File: src/rtl/cpu_pkg.sv
// rtl/cpu_pkg.sv - shared CPU widths, instruction field positions and fetch state encoding
package cpu_pkg;

  localparam int INST_W = 42;
  localparam int ADDR_W = 8;

  // Instruction field positions; decoded downstream, not by the fetch path.
  localparam int F_IMMF_BIT = 41;
  localparam int F_OPC_HI   = 40;
  localparam int F_OPC_LO   = 36;
  localparam int F_DST_HI   = 35;
  localparam int F_DST_LO   = 28;
  localparam int F_SRC_HI   = 27;
  localparam int F_SRC_LO   = 25;
  localparam int F_FLAG_BIT = 24;
  localparam int F_IMM_HI   = 23;
  localparam int F_IMM_LO   = 0;

  typedef enum logic [1:0] {
    ST_IDLE  = 2'd0,
    ST_FETCH = 2'd1,
    ST_HALT  = 2'd2
  } fetch_state_t;

endpackage

File: src/rtl/pc_counter.sv
// rtl/pc_counter.sv - program counter with branch load, increment and hold
module pc_counter #(
  parameter int                ADDR_W   = 8,
  parameter logic [ADDR_W-1:0] RESET_PC = '0
) (
  input  logic              clk,
  input  logic              rst,
  input  logic              ld,
  input  logic              inc,
  input  logic [ADDR_W-1:0] ld_addr,
  output logic [ADDR_W-1:0] pc
);

  // Load has priority; the increment wraps naturally at 2^ADDR_W.
  always_ff @(posedge clk or posedge rst) begin
    if (rst) begin
      pc <= RESET_PC;
    end else if (ld) begin
      pc <= ld_addr;
    end else if (inc) begin
      pc <= pc + ADDR_W'(1);
    end
  end

endmodule

File: src/rtl/fetch_sequencer.sv
// rtl/fetch_sequencer.sv - instruction fetch controller feeding the decoder over valid/ready
module fetch_sequencer #(
  parameter int                ADDR_W   = 8,
  parameter int                DATA_W   = 42,
  parameter logic [ADDR_W-1:0] RESET_PC = '0
) (
  input  logic              clk,
  input  logic              rst,
  input  logic              run,
  output logic [ADDR_W-1:0] rom_addr,
  input  logic [DATA_W-1:0] rom_data,
  output logic [DATA_W-1:0] inst_out,
  output logic [ADDR_W-1:0] inst_pc,
  output logic              inst_valid,
  input  logic              inst_ready,
  input  logic              br_valid,
  input  logic [ADDR_W-1:0] br_addr,
  input  logic              halt_req,
  output logic              halted
);

  import cpu_pkg::*;

  fetch_state_t      state;
  logic [ADDR_W-1:0] pc;
  logic              in_fetch;
  logic              load;
  logic              take_br;
  logic              do_load;

  // Halt outranks a same-cycle branch, and both suppress the load.
  assign in_fetch = (state == ST_FETCH);
  assign load     = !inst_valid || inst_ready;
  assign take_br  = in_fetch && br_valid && !halt_req;
  assign do_load  = in_fetch && !br_valid && !halt_req && load;

  assign rom_addr = pc;

  pc_counter #(
    .ADDR_W  (ADDR_W),
    .RESET_PC(RESET_PC)
  ) u_pc (
    .clk    (clk),
    .rst    (rst),
    .ld     (take_br),
    .inc    (do_load),
    .ld_addr(br_addr),
    .pc     (pc)
  );

  always_ff @(posedge clk or posedge rst) begin
    if (rst) begin
      state      <= ST_IDLE;
      inst_out   <= '0;
      inst_pc    <= '0;
      inst_valid <= 1'b0;
      halted     <= 1'b0;
    end else begin
      case (state)
        ST_IDLE: begin
          inst_valid <= 1'b0;
          if (run) state <= ST_FETCH;
        end
        ST_FETCH: begin
          if (halt_req) begin
            state      <= ST_HALT;
            inst_valid <= 1'b0;
            halted     <= 1'b1;
          end else if (br_valid) begin
            inst_valid <= 1'b0;
          end else if (load) begin
            inst_out   <= rom_data;
            inst_pc    <= pc;
            inst_valid <= 1'b1;
          end
        end
        ST_HALT: begin
          halted <= 1'b1;
        end
        default: begin
          state      <= ST_IDLE;
          inst_valid <= 1'b0;
          halted     <= 1'b0;
        end
      endcase
    end
  end

endmodule

File: config.mk
export PLATFORM = sky130hd
export DESIGN_NAME = fetch_sequencer
export DESIGN_NICKNAME = d
export VERILOG_FILES = /design/src/rtl/cpu_pkg.sv /design/src/rtl/pc_counter.sv /design/src/rtl/fetch_sequencer.sv
export SDC_FILE = /design/constraint.sdc
export NUM_CORES = 1
export LEC_CHECK = 0
export ABC_AREA = 0
export CAP_MARGIN = 0
export CELL_PAD_IN_SITES_DETAIL_PLACEMENT = 0
export CELL_PAD_IN_SITES_GLOBAL_PLACEMENT = 1
export CORE_MARGIN = 4
export CORE_UTILIZATION = 25
export DETAILED_ROUTE_END_ITERATION = 8
export PLACE_DENSITY_LB_ADDON = 0.1
export SLEW_MARGIN = 10
export SYNTH_ARGS = -nofsm -noshare
export SYNTH_HDL_FRONTEND = slang
export SYNTH_SLANG_ARGS = --single-unit
File: constraint.sdc
create_clock -name clk -period 3.5 [get_ports clk]
set_input_delay 0.7 -clock clk [delete_from_list [all_inputs] [get_ports clk]]
set_output_delay 0.7 -clock clk [all_outputs]
set_load 0.01 [all_outputs]
== Word level (Yosys, flattened, before mapping) ==
Cells that the tools add are included.

* Bits of input ports: 56
* Output and inout port bits: 60
* Logic and storage cells: 42
* Bits in registers: 62

* Reduce and logical (&&, ||, !) cells: 15
* Multiplexer cells: 11
* Bitwise gates (word level): 4
* Equality and inequality tests: 5
* Add/subtract/negate cells: 1

{| class="wikitable"
|+ Operators with widths
! operator !! number
|-
| $mux 8 || 2
|-
| $add 8x1->8 const B || 1
|-
| $pmux 2 s3 || 1
|-
| $logic_and 1x1->1 || 5
|-
| $mux 1 || 4
|-
| $mux 2 || 2
|-
| $ne 2x2->1 const B || 2
|-
| $ne 4x3->1 const B || 1
|-
| $not 1->1 || 4
|-
| $reduce_and 2->1 || 2
|-
| $reduce_and 4->1 || 1
|-
| $logic_not 1->1 || 3
|-
| $pmux 1 s3 || 1
|-
| $reduce_and 3->1 || 1
|-
| $eq 2x1->1 const B || 1
|-
| $eq 2x2->1 const B || 1
|-
| $logic_not 2->1 || 1
|-
| $pmux 1 s2 || 1
|-
| $reduce_bool 2->1 || 1
|-
| $logic_or 1x1->1 || 1
|}

== Logic depth before layout (Yosys ltp) ==
* Word-level depth: 6
* Mapped depth: 7
* Gate-level depth less buffers: 6

== By module ==
A second synthesis with hierarchy kept.

* Cells, all modules: 182
* Area, all modules: 2846.5 µm²

{| class="wikitable"
|+ By module, submodules not included
! module !! instances !! seq. area each (µm²) !! cells an instance !! area each (µm²)
|-
| fetch_sequencer || 1 || 1351.3 || 132 || 2401.1
|-
| pc_counter || 1 || 200.2 || 50 || 445.4
|}

== Worst setup path before layout ==
Ideal clock, no wire load.

* Path type: input to register
* Start point: input port halt_req
* End point: register u_pc.pc[6]
* Stages: 5
* Buffers on the path: 1
* Arrival time: 1679 ps
* Required time: 3363 ps
* Slack: 1684 ps
* Cell sequence: or3b_1 > buf_6 > nor4b_4 > xnor2_1 > a21oi_1

* Longest elaborated chain between the ends: 4
* Elaborated cells on any way between the ends: 6
* Those cells by class: mux: 1; reduce/logical: 5

{| class="wikitable"
|+ RTL lines
! what !! line !! text
|-
| from (decl) || fetch_sequencer.sv:18 || <nowiki>input logic halt_req,</nowiki>
|-
| $logic_not 1->1 (*) || fetch_sequencer.sv:34, fetch_sequencer.sv:35 ||
|-
| $logic_and 1x1->1 (2 in a row) || fetch_sequencer.sv:35 || <nowiki>assign do_load = in_fetch && !br_valid && !halt_req && load;</nowiki>
|-
| $reduce_bool 2->1 (no line) || - ||
|-
| to (signal assigned) || pc_counter.sv:19 || <nowiki>pc <= ld_addr;</nowiki>
|-
| to (signal assigned) || pc_counter.sv:21 || <nowiki>pc <= pc + ADDR_W'(1);</nowiki>
|-
| to (decl) || pc_counter.sv:11 || <nowiki>output logic [ADDR_W-1:0] pc</nowiki>
|}

Every way passes the cells marked *; elsewhere a longest branch is shown, timed or not.
A chain may end at the register's enable or synchronous reset.

== Worst setup path after layout ==
* Start point: register u_pc.pc[3]
* End point: output port rom_addr[3]

{| class="wikitable"
|+ RTL lines
! what !! line !! text
|-
| to (decl) || fetch_sequencer.sv:10 || <nowiki>output logic [ADDR_W-1:0] rom_addr,</nowiki>
|}

No word-level cell between the ends.

==> flow_summary.yaml <==
worst_setup_path:
  reg2reg_from: "state[1]"
  cp_max_stage_cell: "clkdlybuf4s50_1"
  worst_setup_path_startpoint: "u_pc.pc[3]"
  crit_family: "buffers and inverters"
  nature_of_the_critical_path_startpoint: "flop"
  critical_path.max_fanout: 7
  r2r_end: "u_pc.pc[5]"
  critical_path_buf_inv_count: 1
  cp_data_arrival_time_ps: 1410
  cp_data_required_time_ps: 2800
  critPathCaptureType: "output pin"
  critical-path-max-stage-delay_ps: 600
  path_cells: "clkdlybuf4s50_1"
  reg2regPathDepth: 6
  r2r_slack_ps: 1560
  setup.worst_path.class: "flop to output pin"
grt:
  initial_antenna_violation_count: 0
  grt_first_pass_wirelength_mm: 10.6
  global_route.overflow_total: 0
  global_route.usage.total: 0.115
  via_count_of_the_first_global_routing_pass: 1951
  grt_max_degree: 34
yosys:
  synthDistinctLibCells: 28
  synth-async-reset-ratio: 1.00
  netlist.area_leader.share: 0.594
  synth.top_cells.by_count: "dfrtp_1, mux2_2, mux2_1, nor2_1, a21oi_1"
  dominant_cell_by_count_in_the_synthesized_netlist: "dfrtp_1"
  synthesis.instances: 181
  netlist.top_cell.by_area: "dfrtp_1"
  count_of_flip_flops_with_a_built_in_enable_after_synthesis: 0
  ys.warnings.count: 0
  synth.avg_cell_area_sq_um: 14.4
  synth_fp_nets: 243
  synth_seq_area_share: 0.594
  yosys-top-cells-area: "dfrtp_1, mux2_2, mux2_1, ha_1, xnor2_1"
  synth-main-ff-cell: "dfrtp_1"
  ys_ff_latch: 62
  syn-cell-area_sq_um: 2610
cells_and_area:
  antenna_cells: 0
  final_nets: 365
  layout.core_utilization: 0.402
  syn_to_final_growth_pct: 57.5
  drive_gt1_frac: 0.195
die:
  floorplan.io_pins: 116
  die_h_microns: 110
  rows: 37
  floorplan.die_area_sq_um: 12100
  die_w_microns: 110
  initial_core_util: 0.255
  coreArea_sq_um: 10200
clocking:
  clock_tree.htree_level_count: 3
  hold_buffers: 0
  cts.sink_count: 62
  cts-root-to-sink-buffers: 2
  clock_edge_transition_at_the_registers_on_the_reported_setup_and_hold_paths_ps: 70
  number_of_gates_resized_after_cts: 0
  clkLatencyLatePin_ps: 340
  tritoncts: "built"
  clock_tree.root_cell: "clkbuf_8"
  cts.repair_timing.setup_buffer_count: 0
  cts_made_buffers: 9
power:
  internal_power_mw: 2.37
  power_density_normalized_to_cell_area_nw_per_um2: 844
  relative_contribution_of_combinational_cells_to_total_power: 0.453
  share_clk_of_total_power: 0.173
  ir_drop_mv: 0.365
  power_switching_share: 0.315
  p_switching_mw: 1.09
  static-leakage-power_nw: 1.67
  seq_power_share: 0.374
sta:
  slew_viol_final: 0
  max_slew_margin: 0.551
  report.final.hold_viol_count: 0
  report.final.setup_viol: 0
  rsz0062_at_grt: "false"
  max_slew.worst_pin.slew_ps: 672
  timing.setup.tns_ps: 0
  layout_min_cycle_time_ps: 2110
  final_min_period_over_clock_period: 0.603
  timing.clock.skew_ps: 13.5
  timing.fmax_mhz: 474
min_path:
  hp-class: "flop to flop"
  hold_path_startpoint: "inst_out[10]"
  hold_path_depth: 1
  whs_endpoint: "inst_out[10]"
routing:
  drtPass1Iterations: 4
  drt-vias-per-instance: 4.18
  routedWlPerCell_microns: 14.8
  wirelength_mm: 6.59
  dr.first_iter.drc_count: 54
  antenna_violating_nets_post_route: 0
  post-route-drc-count: 0
  vias: 1856
job:
  max_cap_check_violation_count: 0
status:
  status: "completed"
place:
  io_buffer_count: 115
  final_weighted_congestion_in_routability_driven_placement: 0.749
  hpwl_dp_mm: 4.84
[layout by cell type (no fill, tap or decap), drive strengths merged, types with 2 or more instances in the layout]
master / count
clkinv: 4
dfrtp: 62
nand4: 2
inv: 3
clkbuf: 11
mux2: 51
ha: 6
o21ai: 4
a21oi: 8
nor2: 9
xnor2: 5
clkdlybuf4s50: 115
nand3: 3
nand2: 4
nor2b: 2
nor4b: 2
nor3: 3
xor2: 2
nor4: 2
buf: 3
[metal layers]
layer	share of wire	GRT usage	up-vias	wire [microns]
li1	-	-	880	-
met5	0	0	-	0
met4	0.014	0.0343	0	93
met3	0.083	0.0501	8	548
met1	0.43	0.146	910	2840
met2	0.47	0.179	58	3110
[power by group through the flow]
stage	registers (mW)	logic [mW]	clock network (mW)
after floorplan	1.46	0.534	0
after global placement	1.31	1.60	0
after detailed placement	1.32	1.60	0
after CTS	1.31	1.60	0.629
after global routing	1.36	1.71	0.669
final	1.30	1.57	0.599
[logic make-up after synthesis]
logic type / share of synthesized area
AO/OA/AOI/OAI: 0.0230
adder cells (fa/ha/maj): 0.0288
buffers and inverters: 0.0197
multiplexers: 0.224
AND/OR/NAND/NOR: 0.0868
flip-flops: 0.594
XOR/XNOR: 0.0235
[through the flow]
stage          cell area (sq um)  hold slack (ps)  power [mW]  setup WS [ps]  instances
3_3_place_gp                3930              474        2.91           1040        428
3_5_place_dp                3930              481        2.92           1040        428
6_report                    4110              491        3.47           1390        444
4_1_cts                     4110              496        3.54           1350        444
2_1_floorplan               2610              534        1.99           1260        181
5_1_grt                     4110              510        3.73           1290        444
[final cells by class]
cell class / count / area (sq um)
Clock buffer: 11 / 131
Fill cell: 999 / 6120
Inverter: 3 / 11.3
Multi-Input combinational cell: 109 / 1010
Tap cell: 136 / 170
Clock inverter: 5 / 50.0
Sequential cell: 62 / 1550
Timing Repair Buffer: 118 / 1190
[worst max-delay path by stage]
| stage | end | slack [ps] | cells past startpoint |
|---|---|---|---|
| final | rom_addr[3] | 1390 | 1 |
| after global routing | rom_addr[2] | 1290 | 1 |
| after CTS | rom_addr[2] | 1350 | 1 |
| after detailed placement | u_pc.pc[5] | 1040 | 5 |
| after global placement | u_pc.pc[5] | 1040 | 5 |
| after floorplan | halted | 1260 | 1 |
[state kept, by name, indices dropped and copies added (netlist names)]
register / flops
inst_valid: 1
inst_out: 42
state: 2
inst_pc: 8
u_pc.pc: 8
halted: 1
(Power assumes the default switching activity.)
